### src/rtl/front_panel_seq_if.sv
// rtl/front_panel_seq_if.sv - panel-to-memory request/acknowledge bus
// The sequencer drives the request side; memory acks and returns read data in the same cycle.
interface front_panel_seq_if #(
  parameter int ADDR_WIDTH = 16,
  parameter int DATA_WIDTH = 8
);
  logic                  mem_req;
  logic                  mem_we;
  logic [ADDR_WIDTH-1:0] mem_addr;
  logic [DATA_WIDTH-1:0] mem_wdata;
  logic                  mem_ack;
  logic [DATA_WIDTH-1:0] mem_rdata;

  modport master (
    output mem_req, mem_we, mem_addr, mem_wdata,
    input  mem_ack, mem_rdata
  );

  modport slave (
    input  mem_req, mem_we, mem_addr, mem_wdata,
    output mem_ack, mem_rdata
  );
endinterface

### src/rtl/front_panel_seq.sv
// rtl/front_panel_seq.sv - Altair front-panel sequencer: panel buttons to bus transactions
// Optional held-button auto-repeat for examine-next/deposit-next: FP_AUTOREPEAT_EN.
module front_panel_seq #(
  parameter int ADDR_WIDTH    = 16,
  parameter int DATA_WIDTH    = 8,
  parameter int REPEAT_DELAY  = 12_500_000,
  parameter int REPEAT_PERIOD = 2_500_000
) (
  input  logic                  clk,
  input  logic                  reset,
  input  logic                  pause,
  input  logic                  examine_pb,
  input  logic                  examine_next_pb,
  input  logic                  deposit_pb,
  input  logic                  deposit_next_pb,
  input  logic                  reset_pb,
  input  logic                  step_pb,
  input  logic                  examine_next_held,
  input  logic                  deposit_next_held,
  input  logic [ADDR_WIDTH-1:0] addr_sw,
  input  logic [DATA_WIDTH-1:0] data_sw,
  front_panel_seq_if.master     bus,
  output logic [ADDR_WIDTH-1:0] disp_addr,
  output logic [DATA_WIDTH-1:0] disp_data,
  output logic                  busy,
  output logic                  panel_own,
  output logic                  cpu_reset,
  output logic                  cpu_step
);

  typedef enum logic [1:0] {S_IDLE, S_WRITE, S_READ} state_t;

  state_t                r_state, w_state_nx;
  logic [ADDR_WIDTH-1:0] r_addr, w_addr_nx;
  logic [ADDR_WIDTH-1:0] r_mem_addr, w_mem_addr_nx;
  logic [ADDR_WIDTH-1:0] w_addr_inc;
  logic [DATA_WIDTH-1:0] r_mem_wdata, w_mem_wdata_nx;
  logic [DATA_WIDTH-1:0] r_disp_data, w_disp_data_nx;
  logic                  r_mem_req, w_mem_req_nx;
  logic                  r_mem_we, w_mem_we_nx;
  logic                  r_cpu_reset, w_cpu_reset_nx;
  logic                  r_cpu_step, w_cpu_step_nx;
  logic                  r_busy, r_panel_own;
  logic                  w_take_exn, w_take_dpn;
  logic [1:0]            w_rep;
  logic                  w_go_dep, w_go_dpn, w_go_exm, w_go_exn, w_go_stp;

  assign w_addr_inc = r_addr + ADDR_WIDTH'(1'b1);

  // Everything except reset is ignored while the CPU runs.
  assign w_go_dep = pause & deposit_pb;
  assign w_go_dpn = pause & (deposit_next_pb | w_rep[1]);
  assign w_go_exm = pause & examine_pb;
  assign w_go_exn = pause & (examine_next_pb | w_rep[0]);
  assign w_go_stp = pause & step_pb;

  always_comb begin
    w_state_nx     = r_state;
    w_addr_nx      = r_addr;
    w_mem_req_nx   = r_mem_req;
    w_mem_we_nx    = r_mem_we;
    w_mem_addr_nx  = r_mem_addr;
    w_mem_wdata_nx = r_mem_wdata;
    w_disp_data_nx = r_disp_data;
    w_cpu_reset_nx = 1'b0;
    w_cpu_step_nx  = 1'b0;
    w_take_exn     = 1'b0;
    w_take_dpn     = 1'b0;
    case (r_state)
      S_IDLE: begin
        if (reset_pb) begin
          w_cpu_reset_nx = 1'b1;
          if (pause) begin
            w_addr_nx     = '0;
            w_mem_addr_nx = '0;
            w_mem_req_nx  = 1'b1;
            w_mem_we_nx   = 1'b0;
            w_state_nx    = S_READ;
          end
        end else if (w_go_dep) begin
          w_mem_addr_nx  = r_addr;
          w_mem_wdata_nx = data_sw;
          w_mem_req_nx   = 1'b1;
          w_mem_we_nx    = 1'b1;
          w_state_nx     = S_WRITE;
        end else if (w_go_dpn) begin
          w_addr_nx      = w_addr_inc;
          w_mem_addr_nx  = w_addr_inc;
          w_mem_wdata_nx = data_sw;
          w_mem_req_nx   = 1'b1;
          w_mem_we_nx    = 1'b1;
          w_state_nx     = S_WRITE;
          w_take_dpn     = 1'b1;
        end else if (w_go_exm) begin
          w_addr_nx     = addr_sw;
          w_mem_addr_nx = addr_sw;
          w_mem_req_nx  = 1'b1;
          w_mem_we_nx   = 1'b0;
          w_state_nx    = S_READ;
        end else if (w_go_exn) begin
          w_addr_nx     = w_addr_inc;
          w_mem_addr_nx = w_addr_inc;
          w_mem_req_nx  = 1'b1;
          w_mem_we_nx   = 1'b0;
          w_state_nx    = S_READ;
          w_take_exn    = 1'b1;
        end else if (w_go_stp) begin
          w_cpu_step_nx = 1'b1;
        end
      end
      S_WRITE: begin
        // Request stays up into the read-back; only the direction flips.
        if (bus.mem_ack) begin
          w_mem_we_nx = 1'b0;
          w_state_nx  = S_READ;
        end
      end
      S_READ: begin
        if (bus.mem_ack) begin
          w_mem_req_nx   = 1'b0;
          w_disp_data_nx = bus.mem_rdata;
          w_state_nx     = S_IDLE;
        end
      end
      default: w_state_nx = S_IDLE;
    endcase
  end

  always_ff @(posedge clk) begin
    if (reset) begin
      r_state     <= S_IDLE;
      r_addr      <= '0;
      r_mem_req   <= 1'b0;
      r_mem_we    <= 1'b0;
      r_mem_addr  <= '0;
      r_mem_wdata <= '0;
      r_disp_data <= '0;
      r_cpu_reset <= 1'b0;
      r_cpu_step  <= 1'b0;
      r_busy      <= 1'b0;
      r_panel_own <= 1'b0;
    end else begin
      r_state     <= w_state_nx;
      r_addr      <= w_addr_nx;
      r_mem_req   <= w_mem_req_nx;
      r_mem_we    <= w_mem_we_nx;
      r_mem_addr  <= w_mem_addr_nx;
      r_mem_wdata <= w_mem_wdata_nx;
      r_disp_data <= w_disp_data_nx;
      r_cpu_reset <= w_cpu_reset_nx;
      r_cpu_step  <= w_cpu_step_nx;
      r_busy      <= (w_state_nx != S_IDLE);
      r_panel_own <= pause | (w_state_nx != S_IDLE);
    end
  end

`ifdef FP_AUTOREPEAT_EN
  localparam int CW = $clog2(((REPEAT_DELAY > REPEAT_PERIOD) ? REPEAT_DELAY : REPEAT_PERIOD) + 1);

  logic [1:0] w_held, w_press, w_take;

  assign w_held  = {deposit_next_held, examine_next_held};
  assign w_press = {deposit_next_pb, examine_next_pb};
  assign w_take  = {w_take_dpn, w_take_exn};

  // Channel 0 repeats examine-next, channel 1 deposit-next.
  for (genvar g = 0; g < 2; g++) begin : g_rep
    logic          r_armed, r_rpt, r_pend, w_fire;
    logic [CW-1:0] r_cnt, w_limit;

    assign w_limit = r_rpt ? CW'(REPEAT_PERIOD - 1) : CW'(REPEAT_DELAY - 1);
    assign w_fire  = pause & ~w_press[g] & w_held[g] & r_armed & (r_cnt == w_limit);

    always_ff @(posedge clk) begin
      if (reset || !pause) begin
        r_armed <= 1'b0;
        r_rpt   <= 1'b0;
        r_cnt   <= '0;
      end else if (w_press[g]) begin
        r_armed <= 1'b1;
        r_rpt   <= 1'b0;
        r_cnt   <= '0;
      end else if (!w_held[g]) begin
        r_armed <= 1'b0;
        r_rpt   <= 1'b0;
        r_cnt   <= '0;
      end else if (r_armed) begin
        if (w_fire) begin
          r_rpt <= 1'b1;
          r_cnt <= '0;
        end else begin
          r_cnt <= r_cnt + CW'(1'b1);
        end
      end

      // A fired repeat waits here until the sequencer is free to take it.
      if (reset || !pause)
        r_pend <= 1'b0;
      else if (w_fire)
        r_pend <= 1'b1;
      else if (w_take[g])
        r_pend <= 1'b0;
    end

    assign w_rep[g] = r_pend;
  end
`else
  logic w_unused_rep;

  assign w_rep        = 2'b00;
  assign w_unused_rep = ^{examine_next_held, deposit_next_held, w_take_exn, w_take_dpn,
                          REPEAT_DELAY[0], REPEAT_PERIOD[0]};
`endif

  assign bus.mem_req   = r_mem_req;
  assign bus.mem_we    = r_mem_we;
  assign bus.mem_addr  = r_mem_addr;
  assign bus.mem_wdata = r_mem_wdata;
  assign disp_addr     = r_addr;
  assign disp_data     = r_disp_data;
  assign busy          = r_busy;
  assign panel_own     = r_panel_own;
  assign cpu_reset     = r_cpu_reset;
  assign cpu_step      = r_cpu_step;

endmodule

### src/flat_wrapper.sv
// flat-port wrapper written by rule: the top's interface ports become plain ports
module front_panel_seq_flat 
#(
  parameter int ADDR_WIDTH    = 16,
  parameter int DATA_WIDTH    = 8,
  parameter int REPEAT_DELAY  = 12_500_000,
  parameter int REPEAT_PERIOD = 2_500_000
)
  (clk, reset, pause, examine_pb, examine_next_pb, deposit_pb, deposit_next_pb, reset_pb, step_pb, examine_next_held, deposit_next_held, addr_sw, data_sw, disp_addr, disp_data, busy, panel_own, cpu_reset, cpu_step, bus_mem_req, bus_mem_we, bus_mem_addr, bus_mem_wdata, bus_mem_ack, bus_mem_rdata);
  front_panel_seq_if #(.ADDR_WIDTH(ADDR_WIDTH), .DATA_WIDTH(DATA_WIDTH)) bus_i ();
  input  logic clk;
  input  logic reset;
  input  logic pause;
  input  logic examine_pb;
  input  logic examine_next_pb;
  input  logic deposit_pb;
  input  logic deposit_next_pb;
  input  logic reset_pb;
  input  logic step_pb;
  input  logic examine_next_held;
  input  logic deposit_next_held;
  input  logic [ADDR_WIDTH-1:0] addr_sw;
  input  logic [DATA_WIDTH-1:0] data_sw;
  output logic [ADDR_WIDTH-1:0] disp_addr;
  output logic [DATA_WIDTH-1:0] disp_data;
  output logic busy;
  output logic panel_own;
  output logic cpu_reset;
  output logic cpu_step;
  output wire logic [$bits(bus_i.mem_req)-1:0] bus_mem_req;
  output wire logic [$bits(bus_i.mem_we)-1:0] bus_mem_we;
  output wire logic [$bits(bus_i.mem_addr)-1:0] bus_mem_addr;
  output wire logic [$bits(bus_i.mem_wdata)-1:0] bus_mem_wdata;
  input wire logic [$bits(bus_i.mem_ack)-1:0] bus_mem_ack;
  input wire logic [$bits(bus_i.mem_rdata)-1:0] bus_mem_rdata;
  assign bus_mem_req = bus_i.mem_req;
  assign bus_mem_we = bus_i.mem_we;
  assign bus_mem_addr = bus_i.mem_addr;
  assign bus_mem_wdata = bus_i.mem_wdata;
  assign bus_i.mem_ack = bus_mem_ack;
  assign bus_i.mem_rdata = bus_mem_rdata;
  front_panel_seq #(.ADDR_WIDTH(ADDR_WIDTH), .DATA_WIDTH(DATA_WIDTH), .REPEAT_DELAY(REPEAT_DELAY), .REPEAT_PERIOD(REPEAT_PERIOD)) u_core (.clk(clk), .reset(reset), .pause(pause), .examine_pb(examine_pb), .examine_next_pb(examine_next_pb), .deposit_pb(deposit_pb), .deposit_next_pb(deposit_next_pb), .reset_pb(reset_pb), .step_pb(step_pb), .examine_next_held(examine_next_held), .deposit_next_held(deposit_next_held), .addr_sw(addr_sw), .data_sw(data_sw), .bus(bus_i), .disp_addr(disp_addr), .disp_data(disp_data), .busy(busy), .panel_own(panel_own), .cpu_reset(cpu_reset), .cpu_step(cpu_step));
endmodule
### config.mk
export PLATFORM = sky130hd
export DESIGN_NAME = front_panel_seq_flat
export DESIGN_NICKNAME = d
export VERILOG_FILES = /design/src/rtl/front_panel_seq_if.sv /design/src/rtl/front_panel_seq.sv /design/src/flat_wrapper.sv
export SDC_FILE = /design/constraint.sdc
export NUM_CORES = 1
export LEC_CHECK = 0
export ABC_AREA = 1
export CAP_MARGIN = 30
export CORE_MARGIN = 2
export CORE_UTILIZATION = 40
export CTS_BUF_LIST = sky130_fd_sc_hd__clkbuf_4 sky130_fd_sc_hd__clkbuf_8 sky130_fd_sc_hd__clkbuf_16
export DETAILED_ROUTE_END_ITERATION = 16
export HOLD_SLACK_MARGIN = 0.08
export PLACE_DENSITY = 0.72
export SYNTH_ARGS = -nofsm -noshare
export SYNTH_HDL_FRONTEND = slang
export SYNTH_SLANG_ARGS = --single-unit
### constraint.sdc
create_clock -name clk -period 3 [get_ports clk]
set_clock_uncertainty 0.15 [all_clocks]
set_input_delay 0.45 -clock clk [delete_from_list [all_inputs] [get_ports clk]]
set_output_delay 0.45 -clock clk [all_outputs]
set_load 0.05 [all_outputs]
==> metrics.txt <==
Die Wd between 80 and 90 um; dominant combinational cell family by area after synthesis simple AND/OR/NAND/NOR gates; Synth Instances 410; Crit path required time between 2000 and 2500 ps; Via Count 2952; met2 usage 34.09%; Worst path max stage delay 870 ps; CTS tree yes; Design Area, Final 3874 um2; Buf+Inv Stages, Crit Path 1; DP Area 3781 um2; synthesized area 2791 um2; Mapped Avg Cell Area 6.808 um2; register area around 1100 um2; PwrDens between 500 and 600 nW/um2; Post-Synth Adder-Cell Area 0.4482%; area of the multi-input gates 1428 um2; largest net degree at the start of global routing 37; LEAKAGE roughly 1.6 nW; Nets 547; total clock sinks 56; TNS Setup 0 ps; Max VDD drop 0.3904 mV; WS Path Type register to output pin; Final Util 57.33%; mux contribution to synthesized area 0%; net count after synthesis 455; layout cells sized above 1 7.157%; Worst EP arrival 1680 ps; Total GRT Usage 20.26%; DR WL/cell 13.20 um; vias in the first global route 2684; Hold Vio Cnt, Final 0; Post-Synth XOR/XNOR Area 1.569%; Area Growth Syn to Fin 38.77%; FF+latch count, synth 56; core box area 6756 um2; register area share after synthesis 40.16%; Die Area 7662 um2; GR Util met3 4.713%; DR iter-0 viols approximately 140; post-synthesis compound-gate area fraction 20.39%; CTS clk-pin slew, worst paths roughly 100 ps; CP endpoint kind output pin; Least-Margin Pin Slew 540.3 ps; Root Buffer clkbuf_8; yosys warns 0; worst hold-check path type register to register; cell family with most CP delay buffers and inverters; Max Cap Violations 0; # resized after CTS 0; placer's final routability congestion estimate 0.9287; crit path cell chain clkdlybuf4s50_1; first-pass GRT wire length 12290 um; met1 Use GR 26.01%; num rows 30; startpoint types register; Synth Area in Simple Gates ~29%; Cell variety after synth 30; initial antenna violation count 0; final WL 7695 um; Via density 5.063; min Tclk post-route 2279 ps; Slew Limit Fails 0; CTS buffer count 5; final worst slack 720.7 ps; RSZ-0062 raised after global routing no; Post-CTS Setup Repair Bufs 0; # hold bufs at CTS 0; H-Tree Depth 2; final setup fails 0; pre-CTS setup slack roughly 490 ps; router iterations before antenna repair 4; FILL cells ~640; starting density of the core 41.31%; Buffers on Ports 95; slowest CP cell clkdlybuf4s50_1; Remaining DRCs 0; slew margin rel. around 64%; worst skew pair latency 310 ps; GR peak layer met2; # diodes 0; critical path fanouts, max 8; status completed; io pins a little under 100; Max Clock Freq between 0.4 and 0.5 GHz; period utilization 75.98%; Antenna Nets Post-Route 0; Die Y 87.54 um; Congestion Overflow GR 0; clk buf depth 2; dpl hpwl around 5700 um
==> where the power goes <==
part / total (W) / internal (W) / switching [W] / leakage [nW]
Clock: 0.000427 / 0.000176 / 0.000251 / 0.0448
Combinational: 0.000748 / 0.000263 / 0.000486 / 1.08
Sequential: 0.000886 / 0.000822 / 0.0000648 / 0.461
==> cell families after synthesis <==
kind of cell               after synthesis
DFF                                     56
buffers and inverters                   50
adders and majority gates                1
and+or+nand+nor                        190
xor gates and xnor gates                 5
AOI/OAI and AO/OA                      108
==> worst reg2reg max path, delay by kind of cell, from the launching register on <==
kind,cells,cell delay (ps)
fa+ha+maj,1,240
flops,1,450
compound gates,2,250
simple gates,8,870
==> final timing paths <==
path	slack, ps	cells after the start	start	endpoint
min reg2reg	320	2	u_core.bus.mem_addr[0]	u_core.bus.mem_addr[0]
max	720	1	u_core.disp_addr[11]	disp_addr[11]
max reg2reg	980	11	u_core.disp_addr[1]	u_core.bus.mem_addr[14]
min	320	2	u_core.bus.mem_addr[0]	u_core.bus.mem_addr[0]
==> layout by cell type (no fill, tap or decap), types with 4 or more instances in the layout <==
| master | Yosys | routed |
|---|---|---|
| a21oi_1 | 36 | 36 |
| buf_4 | 3 | 8 |
| clkbuf_8 | 0 | 5 |
| clkdlybuf4s50_1 | 0 | 95 |
| dfxtp_1 | 56 | 56 |
| inv_1 | 25 | 25 |
| inv_2 | 4 | 4 |
| nand2_1 | 76 | 76 |
| nand2_2 | 5 | 5 |
| nand3_1 | 17 | 17 |
| nor2_1 | 81 | 81 |
| o21ai_0 | 62 | 62 |
| xor2_1 | 4 | 4 |
==> registers in the layout, indices dropped and copies added (netlist names) <==
name / count
u_core.bus.mem_req: 1
u_core.panel_own: 1
u_core.bus.mem_wdata: 8
u_core.disp_addr: 16
u_core.r_state: 2
u_core.bus.mem_addr: 16
u_core.busy: 1
u_core.cpu_reset: 1
u_core.bus.mem_we: 1
u_core.disp_data: 8
u_core.cpu_step: 1
==> cell usage after synthesis, drive strengths merged <==
cell type  instances  area share [%]
xor2               4             1.3
clkinv             3            0.45
o21ai             66              12
nand3b             1            0.27
o2111ai            2            0.63
xnor2              1            0.31
ha                 1            0.45
nand3             17             3.0
a21oi             37             6.8
nand2             81              11
o211ai             2            0.72
nor4               1            0.76
buf               12             3.5
inv               29             3.9
dfxtp             56              40
o221ai             1            0.31
clkbuf             6            0.81
nor3               3            0.54
nor2              87              13
==> cell type report <==
cell class	count	share of cell area [%]
well taps	80	2.584
flip-flops and latches	56	28.94
repair buffers	103	26.10
clock buffers	6	1.970
inverters	32	3.133
clock inverters	2	0.4199
multi-input cells	304	36.85
==> metal layers <==
| layer | routed length, um | share of wire [%] | vias up |
|---|---|---|---|
| li1 | - | - | 1513 |
| met1 | 3352 | 44 | 1318 |
| met2 | 3613 | 47 | 108 |
| met3 | 582 | 7.6 | 13 |
| met4 | 147 | 1.9 | 0 |
| met5 | 0 | 0 | - |
==> metrics by stage <==
step | instances | total power, W | hold WS [ps]
floorplan | 410 | 0.001392 | 366.3
global placement | 575 | 0.001645 | 306.9
detailed placement | 575 | 0.001651 | 309.9
CTS | 583 | 0.002078 | 325.5
global route | 583 | 0.002168 | 338.4
finish | 583 | 0.002062 | 319.7
Note: power is estimated with default switching activity, not from simulation.
